===== config.mk =====
export PLATFORM = sky130hd
export DESIGN_NAME = spi_flash_reader
export DESIGN_NICKNAME = d
export VERILOG_FILES = /design/src/rtl/spi_flash_reader.sv
export SDC_FILE = /design/constraint.sdc
export NUM_CORES = 1
export LEC_CHECK = 0
export CORE_MARGIN = 2
export CORE_UTILIZATION = 46
export DETAILED_ROUTE_END_ITERATION = 6
export DONT_BUFFER_PORTS = 1
export MAX_ROUTING_LAYER = met4
export PLACE_DENSITY_LB_ADDON = 0.25
export SYNTH_ARGS = -nofsm -noshare
export SYNTH_HDL_FRONTEND = slang
export SYNTH_SLANG_ARGS = --single-unit

===== constraint.sdc =====
create_clock -name clk -period 2.85 [get_ports clk]
set_input_delay 0.285 -clock clk [delete_from_list [all_inputs] [get_ports clk]]
set_output_delay 0.285 -clock clk [all_outputs]
set_load 0.02 [all_outputs]

===== src/rtl/spi_flash_reader.sv =====
// rtl/spi_flash_reader.sv - SPI flash read master streaming received bytes; SPI_FLASH_READER_ABORT_EN adds an abort input
module spi_flash_reader #(
    parameter int         CLK_DIV = 2,
    parameter logic [7:0] CMD     = 8'h03,
    parameter int         LEN_W   = 8
) (
    input  logic             clk,
    input  logic             reset,
    input  logic             req_valid,
    output logic             req_ready,
    input  logic [23:0]      req_addr,
    input  logic [LEN_W-1:0] req_len,
    output logic             out_valid,
    input  logic             out_ready,
    output logic [7:0]       out_data,
    output logic             out_last,
    output logic             busy,
`ifdef SPI_FLASH_READER_ABORT_EN
    input  logic             abort,
`endif
    output logic             spi_cs,
    output logic             spi_clk,
    output logic             spi_mosi,
    input  logic             spi_miso
);
    localparam int DIV_W  = (CLK_DIV > 1) ? $clog2(CLK_DIV) : 1;
    localparam int HOLD_W = $clog2(3 * CLK_DIV);
    localparam logic [DIV_W-1:0]  DIV_LAST     = DIV_W'(CLK_DIV - 1);
    localparam logic [HOLD_W-1:0] CLK_LOW_LAST = HOLD_W'(CLK_DIV - 1);
    localparam logic [HOLD_W-1:0] HOLD_LAST    = HOLD_W'(3 * CLK_DIV - 1);

    typedef enum logic [1:0] {S_IDLE, S_CMD, S_DATA, S_CS_HOLD} state_t;
    state_t state_q, state_d;

    logic [DIV_W-1:0]  div_cnt;
    logic [HOLD_W-1:0] hold_cnt;
    logic [4:0]        bit_cnt;
    logic [31:0]       shreg;
    logic [7:0]        rx_byte;
    logic              byte_pending;
    logic [LEN_W-1:0]  remaining;

    logic shifting, phase_end, clk_hold, rise, fall, abort_pend, abort_go, req_fire;

`ifdef SPI_FLASH_READER_ABORT_EN
    logic abort_q;

    // Abort is remembered until IDLE so a byte completing on the abort edge is not flagged last.
    always_ff @(posedge clk) begin
        if (reset) begin
            abort_q <= 1'b0;
        end else if (state_q == S_IDLE) begin
            abort_q <= 1'b0;
        end else if (abort && shifting) begin
            abort_q <= 1'b1;
        end
    end
`endif

    always_comb begin
        state_d   = state_q;
        shifting  = (state_q == S_CMD) || (state_q == S_DATA);
        phase_end = (div_cnt == DIV_LAST);
        // A new byte may only start clocking once the output slot is guaranteed free.
        clk_hold  = (state_q == S_DATA) && (bit_cnt == 5'd0) &&
                    (byte_pending || (out_valid && !out_ready));
        rise      = shifting && !spi_clk && phase_end && !clk_hold;
        fall      = shifting && spi_clk && phase_end;
`ifdef SPI_FLASH_READER_ABORT_EN
        abort_pend = abort_q || (abort && shifting);
`else
        abort_pend = 1'b0;
`endif
        abort_go  = abort_pend &&
                    (fall || ((state_q == S_DATA) && !spi_clk && (bit_cnt == 5'd0)));
        req_ready = (state_q == S_IDLE) && !out_valid;
        busy      = (state_q != S_IDLE);
        req_fire  = req_valid && req_ready && (req_len != '0);
        case (state_q)
            S_IDLE: begin
                if (req_fire) state_d = S_CMD;
            end
            S_CMD: begin
                if (abort_go) state_d = S_CS_HOLD;
                else if (fall && (bit_cnt == 5'd31)) state_d = S_DATA;
            end
            S_DATA: begin
                if (abort_go || (byte_pending && (remaining == LEN_W'(1)))) state_d = S_CS_HOLD;
            end
            S_CS_HOLD: begin
                if (hold_cnt == HOLD_LAST) state_d = S_IDLE;
            end
            default: state_d = S_IDLE;
        endcase
    end

    always_ff @(posedge clk) begin
        if (reset) begin
            state_q      <= S_IDLE;
            div_cnt      <= '0;
            hold_cnt     <= '0;
            bit_cnt      <= '0;
            shreg        <= '0;
            rx_byte      <= '0;
            byte_pending <= 1'b0;
            remaining    <= '0;
            spi_cs       <= 1'b1;
            spi_clk      <= 1'b0;
            spi_mosi     <= 1'b0;
            out_valid    <= 1'b0;
            out_data     <= '0;
            out_last     <= 1'b0;
        end else begin
            state_q <= state_d;

            if (byte_pending) begin
                byte_pending <= 1'b0;
                out_data     <= rx_byte;
                out_valid    <= 1'b1;
                out_last     <= (remaining == LEN_W'(1)) && !abort_pend;
                remaining    <= remaining - 1'b1;
            end else if (out_valid && out_ready) begin
                out_valid <= 1'b0;
                out_last  <= 1'b0;
            end

            case (state_q)
                S_IDLE: begin
                    if (req_fire) begin
                        spi_cs    <= 1'b0;
                        spi_clk   <= 1'b0;
                        div_cnt   <= '0;
                        bit_cnt   <= '0;
                        spi_mosi  <= CMD[7];
                        shreg     <= {CMD[6:0], req_addr, 1'b0};
                        remaining <= req_len;
                    end
                end
                S_CMD, S_DATA: begin
                    if (rise) begin
                        spi_clk <= 1'b1;
                        div_cnt <= '0;
                    end else if (fall) begin
                        spi_clk <= 1'b0;
                        div_cnt <= '0;
                        bit_cnt <= bit_cnt + 5'd1;
                        if (state_q == S_CMD) begin
                            spi_mosi <= (bit_cnt == 5'd31) ? 1'b0 : shreg[31];
                            shreg    <= {shreg[30:0], 1'b0};
                        end else begin
                            rx_byte <= {rx_byte[6:0], spi_miso};
                            if (bit_cnt == 5'd7) begin
                                bit_cnt      <= '0;
                                byte_pending <= 1'b1;
                            end
                        end
                    end else if (!phase_end) begin
                        div_cnt <= div_cnt + 1'b1;
                    end
                    if (state_d == S_CS_HOLD) begin
                        spi_mosi <= 1'b0;
                        hold_cnt <= '0;
                    end
                end
                S_CS_HOLD: begin
                    hold_cnt <= hold_cnt + 1'b1;
                    if (hold_cnt == CLK_LOW_LAST) spi_cs <= 1'b1;
                end
                default: ;
            endcase
        end
    end
endmodule

==> flow_metrics.env, run 1 <==
export IMPL_worst_ep_required_time_ns=3.11
export IMPL_cts_tree="done"
export IMPL_die_width_microns=89.38
export IMPL_die_area_sq_mm=0.007989
export IMPL_firstDrtPassIters=4
export IMPL_io_buffers=0
export IMPL_finalNonFillerCells=479
export IMPL_cts_sink_count=72
export IMPL_fin_ws_ns=0.4872
export IMPL_timing_final_crit_share=0.8291
export IMPL_nets=424
export IMPL_drt_wl_total_microns=6824
export IMPL_grt_max_degree=63
export IMPL_clock_latency_ns=0.35
export IMPL_path_max_fanout=62
export IMPL_htree_levels=3
export IMPL_grt_pass1_wl_microns=11500
export IMPL_synthCells=378
export IMPL_post_place_ws_ns=0.4878
export IMPL_yosysSeqAreaShare=0.4299
export IMPL_holdWs_ns=0.02030
export IMPL_synth_warnings=0
export IMPL_cts_resized=0
export IMPL_antenna_found_initial=0
export IMPL_initial_core_util=0.4698
export IMPL_leakagePower_nw=1.279
export IMPL_num_vias=2560
export IMPL_hold_class="input port to flip-flop"
export IMPL_max_freq_mhz=423.2
export IMPL_rows=31
export IMPL_ant_nets=0
export IMPL_die_h_microns=89.38
export IMPL_grt_overflow=0
export IMPL_crit_arrival_ns=2.62
export IMPL_report_final_setup_viol=0
export IMPL_outcome="completed"
export IMPL_synth_area_leader_cell="dfxtp_1"
export IMPL_synth_edf_count=0
export IMPL_grt_pass1_vias=2436
export IMPL_async_reset_ff_frac=0
export IMPL_cts_buffers=9
export IMPL_remaining_drc_errors=0
export IMPL_end_kind="flip-flop"
export IMPL_netlist_area_leader_share=0.4299
export IMPL_finalHoldViolations=0
export IMPL_cp_start_kind="flip-flop"
export IMPL_core_area_sq_mm=0.007137
export IMPL_layout_min_cycle_time_ns=2.363
export IMPL_cts_root_buf="clkbuf_8"
export IMPL_dp_cells=459
export IMPL_rsz0062_at_grt="false"
export IMPL_fin_setup_tns_ns=0
export IMPL_ys_seq_elements=72
export IMPL_synthesis_nets=427
export IMPL_ioPinCount=52
export IMPL_post_synth_num_cell_types=44
export IMPL_cts_buffer_depth=2
export IMPL_max_slew_worst_pin_slew_ns=0.5611
export IMPL_grtUsageTotal=0.1923
export IMPL_relSlewSlack=0.6225
export IMPL_max_cap_violations=0
export IMPL_layout_drive_gt1_share=0.07368
export IMPL_syn_area_sq_mm=0.003353
export IMPL_synth_area_top_cells="dfxtp_1, mux2i_1, a211oi_1"
export IMPL_hpwl_microns=4317
export IMPL_post_drt_via_cell_ratio=5.344
export IMPL_worstSetupPathType="flip-flop to flip-flop"
export IMPL_wl_per_cell_microns=14.25
export IMPL_slew_viol_final=0
export IMPL_clk_pin_slew_worst_paths_ns=0.08
export IMPL_drt_initial_drc_count=129
export IMPL_p_per_area_mw_per_mm2=652.4
export IMPL_synthFlopType="dfxtp_1"
export IMPL_synthToLayoutAreaGrowth_pct=9.366
export IMPL_syn_area_per_cell_sq_um=8.871
export IMPL_skew_ns=0.01042
export IMPL_ir_drop_mv=0.2946
export IMPL_place_congestion=0.8092
export IMPL_n_antenna_cell=0
## kinds of logic after synthesis
group,share of synthesized area
xor+xnor,0.01828
simple gates,0.1832
compound gates,0.1713
mux,0.09851
flops,0.4299
fa+ha+maj,0.04477
buf+inv,0.05410
## synthesized netlist by cell type (3+ instances only)
library cell	count
dfxtp_1	72
nor2_1	53
mux2i_1	33
a211oi_1	30
nand2_1	28
a21oi_1	26
inv_1	14
nand3_1	14
clkbuf_1	12
ha_1	12
nand2b_1	11
o21ai_0	10
a31oi_1	4
buf_2	4
xor2_1	4
and3_1	3
buf_4	3
buf_6	3
nor3_1	3
nor4_1	3
or4_1	3
xnor2_1	3
## critical path, cell delays in order, from the launching register on
cell,delay (ns)
dfxtp_1,0.40
inv_1,0.11
ha_2,0.50
and3_1,0.23
nand2_1,0.11
o21a_1,0.17
nor3_4,0.20
buf_12,0.25
nor2_1,0.06
a211oi_1,0.22
## routing by layer
metal / vias up / track usage / part of all wire
met5: - / - / 0
met4: 0 / 0.05563 / 0.017
met3: 9 / 0.06094 / 0.053
met2: 54 / 0.3111 / 0.48
met1: 1164 / 0.2302 / 0.45
li1: 1333 / - / -
## cell type report
type                       count  area, sq um
timing repair buffer          10        115.1
tap                           99        123.9
clock inverter                 6        67.56
fill                         707         3470
clock buffer                  10        127.6
sequential                    72         1441
inverter                      14        52.55
multi-input combinational    268         1739
## report_power, final
group	total [mW]	internal, mW	switching [mW]	leakage [nW]
Combinational	0.435	0.185	0.249	0.598
Sequential	1.15	1.09	0.0565	0.588
Clock	0.810	0.408	0.403	0.0929
## state kept, by name, indices dropped and copies added, names as in the netlist
name,cells
shreg,31
remaining,8
out_valid,1
spi_clk,1
bit_cnt,5
rx_byte,8
div_cnt,1
hold_cnt,3
spi_cs,1
state_q,2
byte_pending,1
out_data,8
out_last,1
spi_mosi,1
## stage by stage
| stage | utilization | instance area, sq um | power (mW) |
|---|---|---|---|
| 2_1_floorplan | - | 3353 | 1.534 |
| 3_3_place_gp | 0.4784 | 3415 | 1.572 |
| 3_5_place_dp | 0.4784 | 3415 | 1.583 |
| 4_1_cts | 0.5124 | 3657 | 2.418 |
| 5_1_grt | 0.5139 | 3667 | 2.532 |
| 6_report | 0.5139 | 3667 | 2.393 |
## path summary, 6_finish.rpt
check,startpoint,endpoint,slack [ns],cells past startpoint
worst min-delay path,reset,byte_pending,0.02,1
worst min register to register,shreg[30],shreg[31],0.46,2
worst max-delay path,state_q[1],shreg[9],0.49,9
worst max register to register,state_q[1],shreg[9],0.49,9
## timing repair
action / in CTS / in global routing
endpoints found under the setup margin: 0 / 0
setup buffers: 0 / 0
hold endpoints to repair: 57 / 1
hold buffers: 3 / 1
## cell usage in the layout, fill, tap and decap left out, types with 2 or more instances in the layout
master,netlist,final
o21ai_0,10,10
nand2_1,28,28
buf_4,3,5
dfxtp_1,72,72
inv_1,14,14
clkinvlp_4,0,2
nor3_1,3,3
nand2b_1,11,11
mux2i_1,33,33
a32oi_1,2,2
nand4b_1,2,2
nor2b_1,2,2
a21oi_1,26,26
a31oi_1,4,4
nand3_1,14,14
and3_1,3,3
nor2_1,53,53
clkbuf_8,0,9
or3_1,2,2
dlygate4sd3_1,0,3
ha_1,12,11
or4_1,3,3
o32ai_1,2,2
o21a_1,2,2
nor4_1,3,3
xor2_1,4,4
xnor2_1,3,3
a211oi_1,30,30
nand4_1,2,2
Note: power is estimated with default switching activity, not from simulation.
==> run 2: changes to the inputs <==
==> constraint.sdc (replaced) <==
create_clock -name clk -period 2 [get_ports clk]
set_input_delay 0.2 -clock clk [delete_from_list [all_inputs] [get_ports clk]]
set_output_delay 0.2 -clock clk [all_outputs]
set_load 0.02 [all_outputs]
==> run 2 against run 1 <==
Effect of this change: global-route usage decreased by 1.2 points; flip-flop and latch count unchanged; first-iteration DRC count decreased by 35%; maximum frequency increased by 22%; via count increased by 7.6%; largest power group unchanged.
==> flow_metrics.env, run 2 (same netlist as run 1, synthesis figures left out) <==
export IMPL_ff2ff_path_depth=9
export IMPL_drt_initial_drc_count=84
export IMPL_grt_pass1_wl_microns=10790
export IMPL_crit_arrival_ns=2.18
export IMPL_holdCritStartpoint="req_len[5]"
export IMPL_hold_class="input port to flip-flop"
export IMPL_worst_ep_required_time_ns=2.24
export IMPL_wl_per_cell_microns=14.22
export IMPL_outcome="completed"
export IMPL_place_congestion=0.7693
export IMPL_final_common_cell="dfxtp_1"
export IMPL_fin_setup_tns_ns=0
export IMPL_clkPwrFrac=0.343
export IMPL_max_freq_mhz=515.5
export IMPL_rr_endpoint="hold_cnt[2]"
export IMPL_clk_pin_slew_worst_paths_ns=0.09
export IMPL_n_antenna_cell=0
export IMPL_htree_levels=3
export IMPL_layout_drive_gt1_share=0.2044
export IMPL_nets=455
export IMPL_fillers=650
export IMPL_crit_top_cell="ha_4"
export IMPL_cts_buffer_depth=2
export IMPL_post_drt_via_cell_ratio=5.402
export IMPL_core_area_sq_mm=0.007137
export IMPL_drt_wl_total_microns=7250
export IMPL_path_max_fanout=4
export IMPL_remaining_drc_errors=0
export IMPL_layout_min_cycle_time_ns=1.940
export IMPL_slowest_delay_ns=0.35
export IMPL_cell_internal_pwr_mw=2.697
export IMPL_ir_drop_mv=0.5241
export IMPL_cts_root_buf="clkbuf_8"
export IMPL_critPathSlowestCell="dfxtp_2"
export IMPL_p_seq_frac=0.429
export IMPL_cp_start_kind="flip-flop"
export IMPL_largest_reg_flops=31
export IMPL_worstHoldPathCells=2
export IMPL_io_buffers=0
export IMPL_ant_nets=0
export IMPL_p_per_area_mw_per_mm2=922.6
export IMPL_max_cap_violations=0
export IMPL_die_area_sq_mm=0.007989
export IMPL_grt_overflow=0
export IMPL_worstSetupPathType="flip-flop to flip-flop"
export IMPL_crit_buf_inv=0
export IMPL_skew_ns=0.01067
export IMPL_grt_pass1_vias=2358
export IMPL_initial_core_util=0.4698
export IMPL_relSlewSlack=0.7471
export IMPL_reg2reg_from="bit_cnt[1]"
export IMPL_end_kind="flip-flop"
export IMPL_leakagePower_nw=1.489
export IMPL_grtUsageTotal=0.1799
export IMPL_path_cells="ha_4 -> and3_4 -> ha_4 -> nand4_1 -> nand3_1 -> a32o_2 -> o21bai_4 -> a21oi_4 -> o221ai_2"
export IMPL_combPwrFrac=0.227
export IMPL_cts_buffers=9
export IMPL_utilization=0.5780
export IMPL_rows=31
export IMPL_multiInputGateArea_sq_mm=0.001858
export IMPL_swShare=0.2915
export IMPL_ioPinCount=52
export IMPL_antenna_found_initial=0
export IMPL_max_slew_worst_pin_slew_ns=0.3794
export IMPL_min_to="remaining[5]"
export IMPL_slew_viol_final=0
export IMPL_cts_tree="done"
export IMPL_regMostFlops="shreg"
export IMPL_layout_common_cells="dfxtp_1, nor2_1, mux2i_1"
export IMPL_grt_max_degree=70
export IMPL_regArea_sq_mm=0.001446
export IMPL_report_final_setup_viol=0
export IMPL_reg2reg_setup_slack_ns=0.06
export IMPL_die_width_microns=89.38
export IMPL_num_vias=2755
export IMPL_path_delay_family="compound AO/OA/AOI/OAI gates"
export IMPL_p_sw_mw=1.109
export IMPL_timing_final_crit_share=0.9700
export IMPL_synthToLayoutAreaGrowth_pct=23.02
export IMPL_hpwl_microns=4458
export IMPL_cts_sink_count=72
export IMPL_die_h_microns=89.38
export IMPL_clock_latency_ns=0.35
export IMPL_finalHoldViolations=0
export IMPL_firstDrtPassIters=4
run 2: how the worst max path moves through the flow:
stage	start	end	cells after the start
2_1_floorplan	state_q[1]	shreg[10]	10
3_3_place_gp	bit_cnt[1]	hold_cnt[2]	9
3_5_place_dp	bit_cnt[1]	hold_cnt[2]	9
4_1_cts	bit_cnt[0]	hold_cnt[2]	9
5_1_grt	bit_cnt[1]	hold_cnt[2]	9
6_report	bit_cnt[1]	hold_cnt[2]	9
run 2: what timing repair did:
action / CTS / global route
endpoints found under the setup margin: 2 / 37
endpoints found under the hold margin: 69 / 0
pin swaps: 2 / 16
hold buffers: 4 / 0
gates resized for setup: 3 / 27
setup buffers: 0 / 3
gates cloned: 0 / 6
run 2: final cells by class:
class                   count  area share
well taps                  99     0.03003
clock buffers               9     0.03003
repair buffers             41      0.1016
multi-input cells         268      0.4504
inverters                  14     0.01274
clock inverters             7     0.02457
flip-flops and latches     72      0.3506
run 2: stage by stage:
stage	instance area (sq um)	setup WS, ns	std cells	power [mW]	hold slack (ns)
after floorplan	3374	0.003010	378	2.205	0.3360
after global placement	3582	-0.008598	481	2.296	0.2766
after detailed placement	3582	-0.06517	481	2.313	0.2778
after CTS	3869	-0.0005758	501	3.652	0.006103
after global routing	4125	-0.01193	510	3.993	0.02289
final	4125	0.06002	510	3.806	0.02119
run 2: power groups by stage:
stage | clock (mW) | combinational [mW] | sequential, mW
after floorplan | 0 | 0.557 | 1.65
after global placement | 0 | 0.638 | 1.66
after detailed placement | 0 | 0.651 | 1.66
after CTS | 1.34 | 0.687 | 1.63
after global routing | 1.40 | 0.945 | 1.65
final | 1.31 | 0.865 | 1.63
run 2: routing by layer:
layer | part of all wire | wire length [microns] | GRT usage | vias up
met5 | 0 | 0 | - | -
met2 | 0.45 | 3293 | 0.2505 | 44
met3 | 0.039 | 283 | 0.05171 | 14
li1 | - | - | - | 1401
met1 | 0.48 | 3505 | 0.2334 | 1296
met4 | 0.023 | 167 | 0.09769 | 0
==> run 3: changes to the inputs <==
--- a/config.mk
+++ b/config.mk
@@ -5,12 +5,11 @@
 export SDC_FILE = /design/constraint.sdc
 export NUM_CORES = 1
 export LEC_CHECK = 0
-export CORE_MARGIN = 2
 export CORE_UTILIZATION = 46
 export DETAILED_ROUTE_END_ITERATION = 6
 export DONT_BUFFER_PORTS = 1
 export MAX_ROUTING_LAYER = met4
-export PLACE_DENSITY_LB_ADDON = 0.25
+export PLACE_DENSITY_LB_ADDON = 0.15
 export SYNTH_ARGS = -nofsm -noshare
 export SYNTH_HDL_FRONTEND = slang
 export SYNTH_SLANG_ARGS = --single-unit
==> run 3 against run 2 <==
Effect of this change: sequential share of layout area is 0.14 points higher; critical path depth is 1 higher; final cell count is 1.2% lower; clock skew is 0.0028 ns lower; flip-flop and latch count stayed put; hold slack better by 0.0017 ns; core utilization is 1.6 points higher; sequential power hardly changed; first-iteration DRC count is 27% higher; die area is 4.4% lower; wire length is 1.0% higher; critical endpoint is now shreg[1].
==> flow_metrics.env, run 3 (same netlist as run 1, synthesis figures left out) <==
export IMPL_clock_latency_ns=0.35
export IMPL_crit_arrival_ns=2.17
export IMPL_final_cell_area_sq_mm=0.004105
export IMPL_ant_nets=0
export IMPL_io_buffers=0
export IMPL_path_max_fanout=16
export IMPL_core_area_sq_mm=0.006907
export IMPL_hold_class="input port to flip-flop"
export IMPL_min_to="remaining[4]"
export IMPL_outcome="completed"
export IMPL_nets=452
export IMPL_antenna_found_initial=0
export IMPL_cts_buffer_depth=2
export IMPL_end_kind="flip-flop"
export IMPL_p_per_area_mw_per_mm2=920.8
export IMPL_largest_reg_flops=31
export IMPL_finalHoldViolations=0
export IMPL_htree_levels=3
export IMPL_ff2ff_path_depth=10
export IMPL_cts_tree="done"
export IMPL_layout_min_cycle_time_ns=1.943
export IMPL_drt_initial_drc_count=107
export IMPL_cts_root_buf="clkbuf_8"
export IMPL_cts_buffers=9
export IMPL_holdCritStartpoint="req_len[4]"
export IMPL_timing_final_crit_share=0.9716
export IMPL_ir_drop_mv=0.5154
export IMPL_report_final_setup_viol=0
export IMPL_layout_drive_gt1_share=0.2083
export IMPL_grt_max_degree=70
export IMPL_place_congestion=0.8204
export IMPL_initial_core_util=0.4855
export IMPL_clk_pin_slew_worst_paths_ns=0.08
export IMPL_fillers=625
export IMPL_max_freq_mhz=514.6
export IMPL_grt_overflow=0
export IMPL_max_slew_worst_pin_slew_ns=0.3693
export IMPL_n_antenna_cell=0
export IMPL_dp_cells=477
export IMPL_placed_area_sq_mm=0.003571
export IMPL_utilization=0.5944
export IMPL_synthToLayoutAreaGrowth_pct=22.43
export IMPL_drt_wl_total_microns=7323
export IMPL_grtUsageTotal=0.1918
export IMPL_max_cap_violations=0
export IMPL_worst_ep_required_time_ns=2.23
export IMPL_relSlewSlack=0.7538
export IMPL_rsz0062_at_grt="true"
export IMPL_hpwl_microns=4340
export IMPL_leakagePower_nw=1.476
export IMPL_slew_viol_final=0
export IMPL_die_area_sq_mm=0.007635
export IMPL_wl_per_cell_microns=14.53
export IMPL_cts_sink_count=72
export IMPL_worstHoldPathCells=2
export IMPL_num_vias=2719
export IMPL_grt_pass1_wl_microns=11070
export IMPL_skew_ns=0.007917
export IMPL_firstDrtPassIters=4
export IMPL_post_place_ws_ns=-0.03289
export IMPL_worstSetupPathType="flip-flop to flip-flop"
export IMPL_cp_start_kind="flip-flop"
export IMPL_fin_ws_ns=0.05685
export IMPL_startpoint="state_q[1]"
export IMPL_remaining_drc_errors=0
export IMPL_fin_setup_tns_ns=0
export IMPL_die_width_microns=87.38
export IMPL_rows=30
export IMPL_post_drt_via_cell_ratio=5.395
export IMPL_layout_common_cells="dfxtp_1, nor2_1, mux2i_1"
export IMPL_regMostFlops="shreg"
export IMPL_final_common_cell="dfxtp_1"
export IMPL_die_h_microns=87.38
export IMPL_ioPinCount=52
export IMPL_rr_endpoint="shreg[1]"
export IMPL_grt_pass1_vias=2441
export IMPL_reg2reg_setup_slack_ns=0.06
export IMPL_finalNonFillerCells=504
export IMPL_reg2reg_from="state_q[1]"
[run 3: cell count changes in the layout (fill, tap and decap cells not counted), sizes merged]
cell	previous run	this run
inv	17	15
clkinvlp	2	1
clkinv	0	3
buf	35	32
[run 3: repair_timing]
action                     4_1_cts  5_1_grt
setup endpoints to repair        2       45
pin swaps                        1       10
gates resized for setup          3       31
setup buffers                    0        2
gates cloned                     0        5
hold endpoints to repair        69        0
hold buffers                     4        0
[run 3: worst max-delay path by stage]
stage	depth (start not counted)	slack [ns]	end
after global placement	9	0.001	hold_cnt[2]
after CTS	10	-0.002	shreg[12]
after floorplan	10	0.003	shreg[10]
after detailed placement	9	-0.03	hold_cnt[2]
after global routing	10	-0.04	shreg[1]
final	10	0.06	shreg[1]
[run 3: metal layers]
layer,up-vias,track usage,share of wire
met4,0,0.08197,0.015
met2,47,0.2869,0.46
li1,1391,-,-
met3,10,0.05403,0.046
met5,-,-,0
met1,1271,0.2418,0.48
[run 3: worst max-delay path, stage by stage, from the launching register on]
cell and delay, ns:
dfxtp_2 0.35, inv_2 0.06, ha_4 0.27, and3_4 0.20, nand2_2 0.07, o21a_1 0.14, nor3_4 0.17, buf_6 0.18
clkbuf_16 0.19, nand2b_1 0.12, a21oi_1 0.07
[run 3: area by class of cell]
class | count | area, sq um | area share
Clock inverter | 7 | 95.09 | 0.02316
Timing Repair Buffer | 38 | 396.6 | 0.09662
Inverter | 14 | 52.55 | 0.01280
Clock buffer | 9 | 123.9 | 0.03017
Sequential cell | 72 | 1445 | 0.3520
Multi-Input combinational cell | 268 | 1872 | 0.4560
Tap cell | 96 | 120.1 | 0.02926
[run 3: power by group]
part / leakage [nW] / switching [mW] / internal, mW / total [mW]
Clock: 0.110 / 0.574 / 0.704 / 1.28
Sequential: 0.589 / 0.0754 / 1.56 / 1.63
Combinational: 0.777 / 0.451 / 0.420 / 0.871
[run 3: metrics by stage]
stage          hold slack [ns]  total power, mW
6_report               0.02290            3.780
4_1_cts               0.009380            3.628
3_3_place_gp            0.2725            2.299
2_1_floorplan           0.3360            2.205
3_5_place_dp            0.2798            2.316
5_1_grt               0.007153            3.970
